==> src/rtl/opamp_trim_seq.sv <==
// Power-up and SAR offset-trim sequencer for an array of op-amp channels.
// START -> DONE takes SETTLE_CYCLES + TRIM_BITS*(SETTLE_CYCLES+1) + 1 cycles; START/TRIM_LOAD are dropped while busy.
module opamp_trim_seq #(
  parameter int CHANNELS      = 4,
  parameter int TRIM_BITS     = 5,
  parameter int SETTLE_CYCLES = 16
) (
  input  logic                          i_clk,
  input  logic                          i_rst_n,
  input  logic                          i_start,
  input  logic                          i_abort,
  input  logic [CHANNELS-1:0]           i_ch_en,
  input  logic [CHANNELS-1:0]           i_cmp,
  input  logic                          i_trim_load,
  input  logic [CHANNELS*TRIM_BITS-1:0] i_trim_wdata,
  output logic [CHANNELS*TRIM_BITS-1:0] o_trim,
  output logic [CHANNELS-1:0]           o_bias_en,
  output logic [CHANNELS-1:0]           o_cal_mode,
  output logic                          o_busy,
  output logic                          o_done
);

  localparam int CW = $clog2(SETTLE_CYCLES);
  localparam int IW = (TRIM_BITS > 1) ? $clog2(TRIM_BITS) : 1;
  localparam logic [CW-1:0]        CNT_LOAD = CW'(SETTLE_CYCLES - 1);
  localparam logic [IW-1:0]        IDX_TOP  = IW'(TRIM_BITS - 1);
  localparam logic [TRIM_BITS-1:0] MID      = {1'b1, {(TRIM_BITS-1){1'b0}}};

  typedef enum logic [2:0] {S_IDLE, S_POWERUP, S_TRIAL, S_WAIT, S_RUN} state_t;

  state_t                          r_state, w_state_nxt;
  logic [CW-1:0]                   r_cnt, w_cnt_nxt;
  logic [IW-1:0]                   r_idx, w_idx_nxt;
  logic [CHANNELS-1:0]             r_mask, w_mask_nxt;
  logic [CHANNELS-1:0]             r_bias, w_bias_nxt;
  logic [CHANNELS-1:0]             r_cal, w_cal_nxt;
  logic [CHANNELS*TRIM_BITS-1:0]   r_trim, w_trim_nxt;
  logic [CHANNELS*TRIM_BITS-1:0]   r_shadow, w_shadow_nxt;
  logic [CHANNELS-1:0]             r_cmp_s1, r_cmp_s2;
  logic [TRIM_BITS-1:0]            w_code;
  logic                            w_busy;
  logic                            w_load_ok;

  assign w_busy = (r_state == S_POWERUP) || (r_state == S_TRIAL) || (r_state == S_WAIT);

  always_ff @(posedge i_clk or negedge i_rst_n) begin
    if (!i_rst_n) begin
      r_cmp_s1 <= '0;
      r_cmp_s2 <= '0;
    end else begin
      r_cmp_s1 <= i_cmp;
      r_cmp_s2 <= r_cmp_s1;
    end
  end

  always_ff @(posedge i_clk or negedge i_rst_n) begin
    if (!i_rst_n) begin
      r_state  <= S_IDLE;
      r_cnt    <= '0;
      r_idx    <= '0;
      r_mask   <= '0;
      r_bias   <= '0;
      r_cal    <= '0;
      r_trim   <= {CHANNELS{MID}};
      r_shadow <= {CHANNELS{MID}};
    end else begin
      r_state  <= w_state_nxt;
      r_cnt    <= w_cnt_nxt;
      r_idx    <= w_idx_nxt;
      r_mask   <= w_mask_nxt;
      r_bias   <= w_bias_nxt;
      r_cal    <= w_cal_nxt;
      r_trim   <= w_trim_nxt;
      r_shadow <= w_shadow_nxt;
    end
  end

  always_comb begin
    w_state_nxt  = r_state;
    w_cnt_nxt    = r_cnt;
    w_idx_nxt    = r_idx;
    w_mask_nxt   = r_mask;
    w_bias_nxt   = r_bias;
    w_cal_nxt    = r_cal;
    w_shadow_nxt = r_shadow;
    w_code       = '0;
    w_load_ok    = i_trim_load && ((r_state == S_IDLE) || (r_state == S_RUN));
    // A load coincident with START is what the shadow must capture.
    w_trim_nxt   = w_load_ok ? i_trim_wdata : r_trim;

    if (w_busy && i_abort) begin
      w_state_nxt = S_IDLE;
      w_bias_nxt  = '0;
      w_cal_nxt   = '0;
      for (int k = 0; k < CHANNELS; k++) begin
        if (r_mask[k]) w_trim_nxt[k*TRIM_BITS +: TRIM_BITS] = r_shadow[k*TRIM_BITS +: TRIM_BITS];
      end
    end else begin
      case (r_state)
        S_IDLE, S_RUN: begin
          if (i_abort) begin
            w_state_nxt = S_IDLE;
            w_bias_nxt  = '0;
          end else if (i_start) begin
            w_state_nxt  = S_POWERUP;
            w_mask_nxt   = i_ch_en;
            w_bias_nxt   = i_ch_en;
            w_shadow_nxt = w_trim_nxt;
            w_cnt_nxt    = CNT_LOAD;
          end
        end
        S_POWERUP: begin
          if (r_cnt == '0) begin
            w_state_nxt = S_TRIAL;
            w_idx_nxt   = IDX_TOP;
            w_cal_nxt   = r_mask;
            for (int k = 0; k < CHANNELS; k++) begin
              if (r_mask[k]) w_trim_nxt[k*TRIM_BITS +: TRIM_BITS] = MID;
            end
          end else begin
            w_cnt_nxt = r_cnt - 1'b1;
          end
        end
        S_TRIAL: begin
          w_state_nxt = S_WAIT;
          w_cnt_nxt   = CNT_LOAD;
        end
        S_WAIT: begin
          if (r_cnt != '0) begin
            w_cnt_nxt = r_cnt - 1'b1;
          end else begin
            // Decide the current bit and stage the next trial in the same edge.
            for (int k = 0; k < CHANNELS; k++) begin
              if (r_mask[k]) begin
                w_code = r_trim[k*TRIM_BITS +: TRIM_BITS];
                if (r_cmp_s2[k]) w_code[r_idx] = 1'b0;
                if (r_idx != '0) w_code[r_idx - 1'b1] = 1'b1;
                w_trim_nxt[k*TRIM_BITS +: TRIM_BITS] = w_code;
              end
            end
            if (r_idx == '0) begin
              w_state_nxt = S_RUN;
              w_cal_nxt   = '0;
            end else begin
              w_state_nxt = S_TRIAL;
              w_idx_nxt   = r_idx - 1'b1;
            end
          end
        end
        default: w_state_nxt = S_IDLE;
      endcase
    end
  end

  assign o_trim     = r_trim;
  assign o_bias_en  = r_bias;
  assign o_cal_mode = r_cal;
  assign o_busy     = w_busy;
  assign o_done     = (r_state == S_RUN);

endmodule

==> config.mk <==
export PLATFORM = sky130hd
export DESIGN_NAME = opamp_trim_seq
export DESIGN_NICKNAME = d
export VERILOG_FILES = /design/src/rtl/opamp_trim_seq.sv
export SDC_FILE = /design/constraint.sdc
export NUM_CORES = 1
export LEC_CHECK = 0
export CAP_MARGIN = 20
export CELL_PAD_IN_SITES_DETAIL_PLACEMENT = 1
export CELL_PAD_IN_SITES_GLOBAL_PLACEMENT = 1
export CORE_MARGIN = 3
export CORE_UTILIZATION = 41
export CTS_CLUSTER_DIAMETER = 40
export DETAILED_ROUTE_END_ITERATION = 8
export PLACE_DENSITY_LB_ADDON = 0.1
export SETUP_SLACK_MARGIN = 0.15
export SLEW_MARGIN = 10
export SYNTH_ARGS = -nofsm -noshare
export SYNTH_HDL_FRONTEND = slang
export SYNTH_SLANG_ARGS = --single-unit
==> constraint.sdc <==
create_clock -name i_clk -period 3 [get_ports i_clk]
set_clock_uncertainty 0.15 [all_clocks]
set_input_delay 0.6 -clock i_clk [delete_from_list [all_inputs] [get_ports i_clk]]
set_output_delay 0.6 -clock i_clk [all_outputs]
set_load 0.05 [all_outputs]
# ---- Word level (Yosys, flattened, before mapping)
# Cells that the tools add are included.
dict set report word_totals {
  reg_bits 70
  word_cells 136
}
dict set report classes {
  addsub 2
  magnitude_cmp 4
  n_eq_ne 15
  mux 70
  bitwise 11
  reduce_logical 24
}
# operator n
set ops {}
lappend ops {{two-way mux 5 bit} 36}
lappend ops {{two-way mux 20 bit} 4}
lappend ops {{two-way mux 4 bit} 12}
lappend ops {{case mux 20 bit (2 select lines)} 1}
lappend ops {{two-way mux 3 bit} 9}
lappend ops {{AND 5 bit} 4}
lappend ops {{bitwise OR 5 bit} 4}
lappend ops {{case mux 4 bit (4 select lines)} 1}
lappend ops {{case mux 3 bit (4 select lines)} 1}
lappend ops {{inequality test 2 bit (second input constant)} 5}
lappend ops {{nonzero test 3 bit} 3}
lappend ops {{less-than comparator 3 x 4 -> 1 bit (second input constant)} 2}
lappend ops {{case mux 4 bit (2 select lines)} 1}
lappend ops {{AND reduction 4 bit} 2}
lappend ops {{nonzero test 4 bit} 2}
lappend ops {{demux 1 bit (select 3 bit)} 2}
lappend ops {{equality test 3 x 2 -> 1 bit (second input constant)} 2}
lappend ops {{>= comparator 3 x 1 -> 1 bit (second input constant)} 2}
lappend ops {{zero test 3 bit} 2}
lappend ops {{inequality test 3 x 1 -> 1 bit (second input constant)} 2}
lappend ops {{case mux 3 bit (2 select lines)} 1}
lappend ops {{AND reduction 6 bit} 1}
lappend ops {{inverter 5 bit} 1}
lappend ops {{AND reduction 5 bit} 1}
lappend ops {{16 further kinds} 25}

# ---- Longest topological paths before layout
# Gate-level depths: netlist of run 1.
dict set report depth {
  ltp_word 17
  ltp_mapped 8
  depth_no_buf 7
}

# ---- Worst setup path after synthesis of run 1
# Ideal clock, no wire load.
dict set report synth_timing {
  path_type {register to register}
  startpoint {register r_idx[0]}
  endpoint {register r_trim[4] (netlist: o_trim[4])}
  setup_time_ps 105
  t_arrival_ps 2125
  required_ps 2745
  setup_slack_ps 620
  stages_incl_launch_ff 8
  synth_period_minus_slack_ps 2380
  cell_sequence {dfrtp_1 > clkbuf_1 > inv_1 > ha_1 > ha_1 > o311ai_1 > a2111oi_0 > a222oi_1}
}
dict set report synth_between {
  elab_chain_len 17
  word_cells_on_any_way 25
  classes_between {add/sub: 1; order compare: 4; mux: 14; bitwise: 3; reduce/logical: 3}
}
# item line_no
set synth_rtl {}
lappend synth_rtl {{start, declared} 33} ;# logic [IW-1:0] r_idx, w_idx_nxt;
lappend synth_rtl {{start signal, assigned} 69} ;# r_idx <= w_idx_nxt;
lappend synth_rtl {{less-than comparator 3 x 4 -> 1 bit (not written as such) / >= comparator 3 x 1 -> 1 bit (equally long branches)} 136} ;# if (r_cmp_s2[k]) w_code[r_idx] = 1'b0;
lappend synth_rtl {{logical AND 1 bit (not written as such)} 136}
lappend synth_rtl {{two-way mux 1 bit (not written as such)} 136}
lappend synth_rtl {{demux 1 bit (select 3 bit)} 136}
lappend synth_rtl {{inverter 5 bit (no source line)} --}
lappend synth_rtl {{AND 5 bit (no source line)} --}
lappend synth_rtl {{two-way mux 5 bit} 136}
lappend synth_rtl {{two-way mux 5 bit} 134} ;# if (r_mask[k]) begin
lappend synth_rtl {{(+2 left out)} --}
lappend synth_rtl {{two-way mux 5 bit} 91} ;# if (w_busy && i_abort) begin
lappend synth_rtl {{bitwise OR 5 bit (no source line)} --}
lappend synth_rtl {{two-way mux 5 bit (*)} 137} ;# if (r_idx != '0) w_code[r_idx - 1'b1] = 1'b1;
lappend synth_rtl {{two-way mux 5 bit (*)} 134}
lappend synth_rtl {{two-way mux 20 bit (*)} 129} ;# if (r_cnt != '0) begin
lappend synth_rtl {{case mux 20 bit (2 select lines) (*)} 99} ;# case (r_state)
lappend synth_rtl {{two-way mux 20 bit (*)} 91}
lappend synth_rtl {{named net w_trim_nxt[4]} 37} ;# logic [CHANNELS*TRIM_BITS-1:0] r_trim, w_trim_nxt;
lappend synth_rtl {{end signal, assigned} 64} ;# r_trim <= {CHANNELS{MID}};
lappend synth_rtl {{end signal, assigned} 73} ;# r_trim <= w_trim_nxt;
lappend synth_rtl {{end, declared} 37}
# Mark *: on every way through the listed nets, which the timed path passes. The rest lies on a longest branch. The select of a mux whose other input is x is not followed.
# A chain may end at the register's enable or synchronous reset.

# ---- Worst setup path after layout of run 1
dict set report layout_timing {
  startpoint {register r_state[0]}
  endpoint {output o_done}
}
dict set report layout_between {
  elab_chain_len 1
}
# item line_no
set layout_rtl {}
lappend layout_rtl {{start, declared} 31} ;# state_t r_state, w_state_nxt;
lappend layout_rtl {{start signal, assigned} 67} ;# r_state <= w_state_nxt;
lappend layout_rtl {{equality test 3 bit} 159} ;# assign o_done = (r_state == S_RUN);
lappend layout_rtl {{end, declared} 20} ;# output logic o_done
# Every way passes these cells.

==> impl_metrics.py, run 1 <==
metrics = {
    "clock_tree": {
        "cts_tree": "built",
        "cts_num_sinks": 70,
        "clock_latency_ns": 0.35,
        "numCtsBuffers": 9,
        "cts_max_path_buffers": 2,
        "post_cts_resized": 0,
        "htreeDepth": 3,
        "hold_buffers": 0,
        "clockRootBuffer": "clkbuf_8",
        "post_cts_buffers": 0,
        "clk_pin_slew_ns": 0.08,
    },
    "setup_path": {
        "worstSetupEndpointType": "primary output",
        "cp_num_buf_inv": 2,
        "cp-start-kind": "flip-flop",
        "rr_endpoint": "o_trim[18]$_DFF_PN0_",
        "arrival_ns": 1.86,
        "critical_path.cell_chain": "nor2_1, nand2_1, inv_1, clkdlybuf4s50_1",
        "cpPeakStageDelay_ns": 0.79,
        "crit_slowest_cell": "clkdlybuf4s50_1",
        "worst-setup-path-type": "reg -> out",
        "cp_top_family": "buffers and inverters",
        "r2r_cells": 7,
        "r2r_setup_slack_ns": 0.48,
        "crit_path_max_fanout": 3,
        "cp_num_cells": 4,
        "r2r_start": "r_idx[0]$_DFFE_PN0P_",
        "crit_required_ns": 2.25,
    },
    "finish": {
        "nFillCells": 929,
        "syn_to_final_growth_pct": 28.3,
        "final_cell_mix": "dfrtp_1, clkdlybuf4s50_1, nand2_1, a21oi_1, mux2_2",
        "final_common_cell": "dfrtp_1",
        "seq_area_um2": 1760,
        "nNetsFinal": 436,
        "antennaDiodeCount": 0,
        "multi_input_area_um2": 1600,
        "fin_util_pct": 54.4,
        "final_layout_size_suffix_gt1_share_pct": 18.1,
    },
    "routing": {
        "ant_nets": 0,
        "initialDrtViolationCount": 120,
        "dr.pass1.iters": 4,
        "vias": 2904,
        "wire_per_inst_um": 20.5,
        "vias_per_cell": 5.71,
        "totalWireLength_um": 10400,
        "drc": 0,
    },
    "grt": {
        "grt-ovfl-total": 0,
        "grt_pass1_vias": 3114,
        "antenna_found_initial": 0,
        "grtUsageTotal_pct": 22.5,
        "grt_max_degree": 44,
        "grt_pass1_wl_um": 17000,
    },
    "power_and_ir_drop": {
        "power_frac_comb_pct": 36.7,
        "intPower_uw": 2130,
        "pwr_density_cell_nw_per_um2": 767,
        "switching_share_pct": 38.5,
        "p_leak_uw": 0.00191,
        "p_sw_uw": 1340,
        "peakVddDrop_mv": 0.355,
        "p_clk_share_pct": 22.2,
        "seqPwrFrac_pct": 41.1,
        "finalPower_uw": 3460,
    },
    "synthesis": {
        "yosysWarnings": 0,
        "avgSynthCellArea_um2": 10.8,
        "syn_inst": 326,
        "ys.flop_type": "dfrtp_1",
        "ys_ff_latch": 70,
        "synth_edf_count": 0,
        "synth_nets": 363,
        "ys_seq_area_share_pct": 50.0,
        "synth_cell_types": 55,
        "syn-cell-area_um2": 3520,
        "async_flop_share_pct": 100,
    },
    "sta": {
        "fin_crit_ns": 2.61,
        "hold_violations": 0,
        "fmax_mhz": 383,
        "grt_setup_unrepaired": "false",
        "tightestPinTransition_ns": 0.664,
        "relSlewSlack_pct": 55.7,
        "report.final.slew_viol_count": 0,
        "setup_tns_ns": 0,
        "setup_viol": 0,
        "period_share_pct": 87.1,
        "holdWs_ns": 0.131,
    },
    "floorplanning": {
        "rows": 33,
        "dieArea_um2": 9740,
        "pin_count": 63,
        "die_w_um": 98.7,
        "start_util_pct": 42.4,
        "die_h_um": 98.7,
        "coreArea_um2": 8300,
    },
    "placement": {
        "dp_hpwl_um": 7680,
        "place.gp.congestion": 0.870,
        "numPortBuffers": 62,
    },
    "job": {
        "max_cap_violations": 0,
    },
    "worst_hold_path": {
        "hold_class": "in -> async",
    },
    "outcome": {
        "outcome": "complete, no violations",
    },
}
-- worst reg2reg max path, stage by stage, from the launching register on --
cell and delay, ns:
dfrtp_1 0.54, inv_1 0.11, ha_1 0.22, ha_1 0.38, or4b_1 0.59, o21ai_0 0.14
a211oi_1 0.11, a211oi_1 0.20
-- sequential cells by signal, indices dropped and copies added, names as in the netlist --
signal,count
r_cmp_s2,4
o_bias_en,4
r_idx,3
r_mask,4
r_cnt,4
r_shadow,20
r_cmp_s1,4
o_trim,20
r_state,3
o_cal_mode,4
-- cell usage after synthesis, types with 3 or more instances --
cell type	count	area, um2
a211oi_1	5	37.5
a21oi_1	27	135
a221o_1	12	120
a311o_1	3	30.0
buf_2	4	20.0
clkbuf_1	5	18.8
dfrtp_1	62	1550
dfstp_2	8	210
ha_1	4	50.1
inv_1	21	78.8
mux2_2	25	282
mux2i_1	13	130
nand2_1	28	105
nand2b_1	8	50.1
nand3_1	6	30.0
nor2_1	16	60.1
nor2b_1	3	18.8
nor3_1	5	25.0
o21ai_0	23	115
-- final cells by class --
class                   instances  area share [%]
clock buffers                  10            3.05
clock inverters                 6            1.36
inverters                      21            1.74
multi-input cells             221            35.4
flip-flops and latches         70            39.0
well taps                     105            2.91
repair buffers                 76            16.5
-- metrics by stage --
stage,setup slack (ns),cell area (um2),std cells
detailed placement,0.428,4320,493
global route,0.194,4520,509
global placement,0.460,4320,493
finish,0.387,4520,509
CTS,0.366,4520,509
floorplan,0.620,3520,326
-- per-layer routing --
layer  wire (um)  part of all wire, %  track usage (%)  up-vias
met5           0                    0                0        -
met4         180                  1.7             7.35        0
met3         470                  4.5             3.54       12
met2        4850                   47             35.2       72
met1        4930                   47             32.2     1469
li1            -                    -                -     1351
-- kinds of logic after synthesis --
group / Yosys count / synth area share [%]
buffers and inverters: 35 / 4.51
adder cells (fa/ha/maj): 4 / 1.42
multiplexers: 38 / 11.7
XOR/XNOR: 2 / 0.497
flip-flops: 70 / 50.0
AO/OA/AOI/OAI: 94 / 18.7
AND/OR/NAND/NOR: 83 / 13.1
-- worst max-delay path by stage --
stage                                start              endpoint  slack [ns]
finish              r_state[0]$_DFFE_PN0P_                o_done        0.39
CTS                 r_state[0]$_DFFE_PN0P_                o_done        0.37
global placement                   i_abort  o_trim[16]$_DFF_PN0_        0.46
detailed placement                 i_abort  o_trim[16]$_DFF_PN0_        0.43
global route          r_idx[0]$_DFFE_PN0P_   o_trim[9]$_DFF_PN1_        0.19
floorplan             r_idx[0]$_DFFE_PN0P_   o_trim[4]$_DFF_PN1_        0.62
-- power groups by stage --
stage	Clock [uW]	Combinational [uW]	Sequential [uW]
floorplan	0	462	1760
global placement	0	1240	1420
detailed placement	0	1280	1440
CTS	789	1280	1420
global route	833	1360	1460
finish	770	1270	1420
Power figures use the tool's default switching activity.
==> inputs of run 2 (changes only) <==
--- a/config.mk
+++ b/config.mk
@@ -8,10 +8,11 @@
 export CAP_MARGIN = 20
 export CELL_PAD_IN_SITES_DETAIL_PLACEMENT = 1
 export CELL_PAD_IN_SITES_GLOBAL_PLACEMENT = 1
-export CORE_MARGIN = 3
-export CORE_UTILIZATION = 41
+export CORE_MARGIN = 4
+export CORE_UTILIZATION = 49
 export CTS_CLUSTER_DIAMETER = 40
 export DETAILED_ROUTE_END_ITERATION = 8
+export DONT_BUFFER_PORTS = 1
 export PLACE_DENSITY_LB_ADDON = 0.1
 export SETUP_SLACK_MARGIN = 0.15
 export SLEW_MARGIN = 10
==> run 2 against run 1 <==
Final cell count decreased by 15%. Core utilization increased by 1.4 points. Register-to-register slack about the same.
==> impl_metrics.py, run 2 (same netlist as run 1, synthesis figures left out) <==
metrics = {
    "setup_path": {
        "cp_top_family": "compound AO/OA/AOI/OAI gates",
        "worstSetupEndpointType": "flip-flop",
        "crit_required_ns": 3.08,
        "crit_slowest_cell": "dfrtp_1",
        "arrival_ns": 2.61,
        "crit_path_max_fanout": 12,
        "cpPeakStageDelay_ns": 0.55,
        "worst-setup-path-type": "reg -> reg",
        "crit_top_cell": "ha_1",
        "critical_path.cell_chain": "inv_1, ha_1, ha_1, o311ai_1, buf_4, a2111oi_0, a222oi_1",
        "cp_num_buf_inv": 2,
        "cp-start-kind": "flip-flop",
    },
    "finish": {
        "final_common_cell": "dfrtp_1",
        "syn_to_final_growth_pct": 9.45,
        "nNetsFinal": 369,
        "final_cells": 433,
        "final_cell_mix": "dfrtp_1, nand2_1, a21oi_1, mux2_2, o21ai_0",
        "antennaDiodeCount": 0,
        "final_layout_size_suffix_gt1_share_pct": 19.6,
    },
    "sta": {
        "period_share_pct": 84.0,
        "tightestPinTransition_ns": 0.700,
        "setup_viol": 0,
        "report.final.slew_viol_count": 0,
        "grt_setup_unrepaired": "false",
        "setup_tns_ns": 0,
        "fin_crit_ns": 2.52,
        "hold_violations": 0,
        "fmax_mhz": 397,
        "relSlewSlack_pct": 52.9,
    },
    "job": {
        "max_cap_violations": 0,
    },
    "routing": {
        "initialDrtViolationCount": 127,
        "ant_nets": 0,
        "dr.pass1.iters": 6,
        "top_layer_used": "met4",
        "wl_met3_um": 565,
        "wl_met1_um": 4290,
        "drc": 0,
        "totalWireLength_um": 9530,
        "vias_per_cell": 6.17,
        "wire_per_inst_um": 22.0,
        "vias": 2671,
        "wl_met2_um": 4520,
    },
    "grt": {
        "grt_pass1_wl_um": 15700,
        "antenna_found_initial": 0,
        "grt-ovfl-total": 0,
        "grt_max_degree": 71,
        "grt_pass1_vias": 2867,
        "grtUsageTotal_pct": 23.6,
    },
    "power_and_ir_drop": {
        "pwr_density_cell_nw_per_um2": 818,
        "p_leak_uw": 0.00163,
        "finalPower_uw": 3150,
        "peakVddDrop_mv": 0.364,
    },
    "clock_tree": {
        "clock_latency_ns": 0.35,
        "cts_tree": "built",
        "numCtsBuffers": 9,
        "clockRootBuffer": "clkbuf_8",
        "htreeDepth": 3,
        "cts_num_sinks": 70,
        "clk_pin_slew_ns": 0.08,
        "cts_max_path_buffers": 2,
    },
    "placement": {
        "dp.cells": 415,
        "dp_hpwl_um": 6700,
        "numPortBuffers": 0,
        "place.gp.congestion": 0.897,
    },
    "floorplanning": {
        "dieArea_um2": 8610,
        "coreArea_um2": 6910,
        "rows": 30,
        "die_h_um": 92.8,
        "pin_count": 63,
        "die_w_um": 92.8,
        "start_util_pct": 51.0,
    },
    "worst_hold_path": {
        "hold_class": "in -> reg",
    },
    "outcome": {
        "outcome": "complete, no violations",
    },
}
==> run 2: cell count changes in the layout (fill, tap and decap cells not counted), moves of 3 or more <==
cell	previous run	this run
buf_4	12	6
inv_6	0	3
clkinv_2	3	0
clkdlybuf4s50_1	61	0
==> run 2: layout make-up <==
cell class	instances	area, um2
clock inverter	6	52.6
timing repair buffer	9	103
multi-input combinational	221	1600
sequential	70	1760
tap	96	120
fill	782	3050
inverter	21	78.8
clock buffer	10	138
==> run 2: metal layers <==
layer  vias to the layer above  GRT usage, %
li1                       1213             -
met1                      1366          32.3
met2                        75          36.7
met3                        17          6.01
met4                         0          7.81
met5                         -             0
==> run 2: metrics by stage <==
stage / utilization (%) / instance area (um2) / hold slack, ns / setup WS (ns)
after floorplan: - / 3520 / 0.154 / 0.620
after global placement: 52.5 / 3630 / 0.156 / 0.602
after detailed placement: 52.5 / 3630 / 0.156 / 0.567
after CTS: 55.8 / 3850 / 0.0926 / 0.547
after global routing: 55.8 / 3850 / 0.0827 / 0.352
final: 55.8 / 3850 / 0.115 / 0.479
==> run 2: worst paths after layout <==
path / startpoint / end / slack, ns / cells past startpoint
worst max-delay path: r_idx[0]$_DFFE_PN0P_ / o_trim[4]$_DFF_PN1_ / 0.48 / 7
worst min-delay path: i_cmp[3] / r_cmp_s1[3]$_DFF_PN0_ / 0.11 / 0
worst max register to register: r_idx[0]$_DFFE_PN0P_ / o_trim[4]$_DFF_PN1_ / 0.48 / 7
worst min register to register: r_cmp_s1[3]$_DFF_PN0_ / r_cmp_s2[3]$_DFF_PN0_ / 0.20 / 0
max in group asynchronous: i_rst_n / o_trim[14]$_DFF_PN1_ / 1.69 / 2
min in group asynchronous: i_rst_n / r_state[1]$_DFFE_PN0P_ / 0.66 / 2
==> run 2: repair_timing <==
action	4_1_cts	5_1_grt
buffers inserted	0	0
gates resized for setup	0	0
hold buffers	2	0
endpoints found under the hold margin	70	0
==> run 2: worst register-to-register path: stages, from the launching register on <==
cell and delay, ns:
dfrtp_1 0.55, inv_1 0.11, ha_1 0.22, ha_1 0.35
o311ai_1 0.31, buf_4 0.20, a2111oi_0 0.08, a222oi_1 0.44
==> run 2: power breakdown <==
| part | internal (uW) | switching (uW) |
|---|---|---|
| clock network | 337 | 405 |
| registers | 1210 | 623 |
| logic | 284 | 291 |
| total | 1830 | 1320 |
==> inputs of run 3 (changes only) <==
--- a/config.mk
+++ b/config.mk
@@ -9,7 +9,7 @@
 export CELL_PAD_IN_SITES_DETAIL_PLACEMENT = 1
 export CELL_PAD_IN_SITES_GLOBAL_PLACEMENT = 1
 export CORE_MARGIN = 4
-export CORE_UTILIZATION = 49
+export CORE_UTILIZATION = 45
 export CTS_CLUSTER_DIAMETER = 40
 export DETAILED_ROUTE_END_ITERATION = 8
 export DONT_BUFFER_PORTS = 1
==> constraint.sdc (replaced) <==
create_clock -name i_clk -period 2.2 [get_ports i_clk]
set_clock_uncertainty 0.15 [all_clocks]
set_input_delay 0.44 -clock i_clk [delete_from_list [all_inputs] [get_ports i_clk]]
set_output_delay 0.44 -clock i_clk [all_outputs]
set_load 0.05 [all_outputs]
==> run 3 against run 2 <==
The flow now finishes with violations (hold timing). Sequential power is 37% higher. Sequential share of layout area is 5.3 points lower. Critical path depth stayed put. Global-route usage is 0.28 points lower. Final area is 13% higher. Via count is 5.7% higher. Critical endpoint is now r_idx[1]$_DFFE_PN0P_. Largest power group unchanged. Highest routed layer unchanged.
==> impl_metrics.py, run 3 (same netlist as run 1, synthesis figures left out) <==
metrics = {
    "setup_path": {
        "worst_setup_path_startpoint": "r_cnt[0]$_DFFE_PN0P_",
        "critical_path.cell_chain": "inv_2, ha_4, or3b_4, buf_4, nor4b_4, nand2_1, o22ai_1",
        "crit_slowest_cell": "dfrtp_1",
        "r2r_start": "r_cnt[0]$_DFFE_PN0P_",
        "arrival_ns": 2.16,
        "worstSetupEndpointType": "flip-flop",
        "worst-setup-path-type": "reg -> reg",
        "crit_required_ns": 2.31,
        "cpPeakStageDelay_ns": 0.41,
        "crit_path_max_fanout": 3,
        "cp-start-kind": "flip-flop",
    },
    "sta": {
        "relSlewSlack_pct": 48.1,
        "report.final.slew_viol_count": 0,
        "holdWs_ns": -0.375,
        "fin_crit_ns": 2.05,
        "hold_violations": 70,
        "grt_setup_unrepaired": "true",
        "period_share_pct": 93.1,
        "setup_ws_ns": 0.153,
        "tightestPinTransition_ns": 0.773,
        "fmax_mhz": 488,
        "setup_viol": 0,
    },
    "grt": {
        "grtUsageTotal_pct": 23.4,
        "grt-ovfl-total": 0,
        "grt_pass1_vias": 2924,
        "antenna_found_initial": 0,
        "grt_pass1_wl_um": 16100,
        "grt_max_degree": 71,
    },
    "clock_tree": {
        "clockRootBuffer": "clkbuf_8",
        "htreeDepth": 3,
        "cts_num_sinks": 70,
        "hold_buffers": 5,
        "clk_pin_slew_ns": 0.08,
        "numCtsBuffers": 9,
        "clock_latency_ns": 0.35,
        "cts_max_path_buffers": 2,
        "cts_tree": "built",
    },
    "placement": {
        "dp_hpwl_um": 7240,
        "place_ws_ns": -0.0494,
        "place.gp.congestion": 0.826,
        "dpl-instance-area_um2": 3790,
        "numPortBuffers": 0,
    },
    "finish": {
        "fin_area_um2": 4370,
        "syn_to_final_growth_pct": 24.2,
        "final_layout_size_suffix_gt1_share_pct": 34.6,
        "antennaDiodeCount": 0,
        "final_cell_mix": "dfrtp_1, buf_4, nand2_1, mux2_2, a21oi_1",
        "nFillCells": 833,
        "fin_util_pct": 58.7,
        "nNetsFinal": 405,
        "final_common_cell": "dfrtp_1",
    },
    "floorplanning": {
        "rows": 31,
        "dieArea_um2": 9310,
        "pin_count": 63,
        "die_w_um": 96.5,
        "die_h_um": 96.5,
        "start_util_pct": 47.3,
        "coreArea_um2": 7450,
    },
    "routing": {
        "drc": 0,
        "dr.pass1.iters": 4,
        "initialDrtViolationCount": 162,
        "wire_per_inst_um": 22.7,
        "vias_per_cell": 5.98,
        "vias": 2824,
        "ant_nets": 0,
        "totalWireLength_um": 10700,
    },
    "outcome": {
        "violations": "hold timing",
        "outcome": "complete, but fails checks",
    },
    "job": {
        "max_cap_violations": 0,
    },
    "power_and_ir_drop": {
        "peakVddDrop_mv": 0.568,
        "p_leak_uw": 0.00184,
        "pwr_density_cell_nw_per_um2": 1030,
        "finalPower_uw": 4520,
    },
    "worst_hold_path": {
        "hold_class": "in -> async",
    },
}
run 3: changes by cell type in the layout (fill, tap and decap cells not counted), sizes merged:
cell         before  now
bufinv            0    1
inv              25   21
clkbuf           10   12
clkinvlp          2    1
dlygate4sd3       1    5
clkinv            0    2
buf               8   40
run 3: worst paths after layout:
path	to	slack, ns	cells past startpoint
worst max-delay path	r_idx[1]$_DFFE_PN0P_	0.15	7
max in group asynchronous	o_trim[19]$_DFF_PN1_	2.05	0
worst min-delay path	o_cal_mode[0]$_DFFE_PN0P_	-0.38	0
worst min register to register	r_cmp_s2[3]$_DFF_PN0_	0.20	0
min in group i_clk	r_state[2]$_DFFE_PN0P_	0.05	1
worst max register to register	r_idx[1]$_DFFE_PN0P_	0.15	7
run 3: metal layers:
metal,track usage (%),vias to the layer above,routed length [um]
met5,0,-,0
met4,9.35,0,251
met3,5.11,20,680
met2,35.9,98,4980
met1,32.1,1420,4780
li1,-,1286,-
run 3: worst max-delay path: cells and delay by family (launching register included):
family                   cells  cell delay (ns)
AO/OA/AOI/OAI                1             0.19
adder cells (fa/ha/maj)      1             0.13
buffers and inverters        2             0.26
flip-flops                   1             0.41
AND/OR/NAND/NOR              3             0.82
run 3: where the power goes:
group          leakage [uW]  total [uW]  internal, uW  switching (uW)
Sequential         0.000818        2510          1650             855
Combinational      0.000927         969           502             467
Clock             0.0000964        1040           552             490
Total               0.00184        4520          2710            1810
run 3: through the flow:
stage | hold WS, ns | instances | TNS (ns)
after floorplan | -0.00559 | 326 | 0
after global placement | -0.00333 | 429 | -0.0543
after detailed placement | -0.00385 | 429 | -0.0877
after CTS | -0.384 | 460 | 0
after global routing | -0.394 | 472 | 0
final | -0.375 | 472 | 0
run 3: cell type report:
| cell class | instances | area, um2 | area share, % |
|---|---|---|---|
| inverters | 21 | 81.3 | 1.86 |
| repair buffers | 45 | 415 | 9.50 |
| flip-flops and latches | 70 | 1770 | 40.4 |
| clock buffers | 12 | 145 | 3.32 |
| well taps | 99 | 124 | 2.83 |
| clock inverters | 4 | 47.5 | 1.09 |
| multi-input cells | 221 | 1800 | 41.0 |
run 3: timing repair:
action	4_1_cts	5_1_grt
endpoints found under the hold margin	75	70
pin swaps	4	11
setup buffers	10	12
resized for setup	13	30
endpoints found under the setup margin	23	26
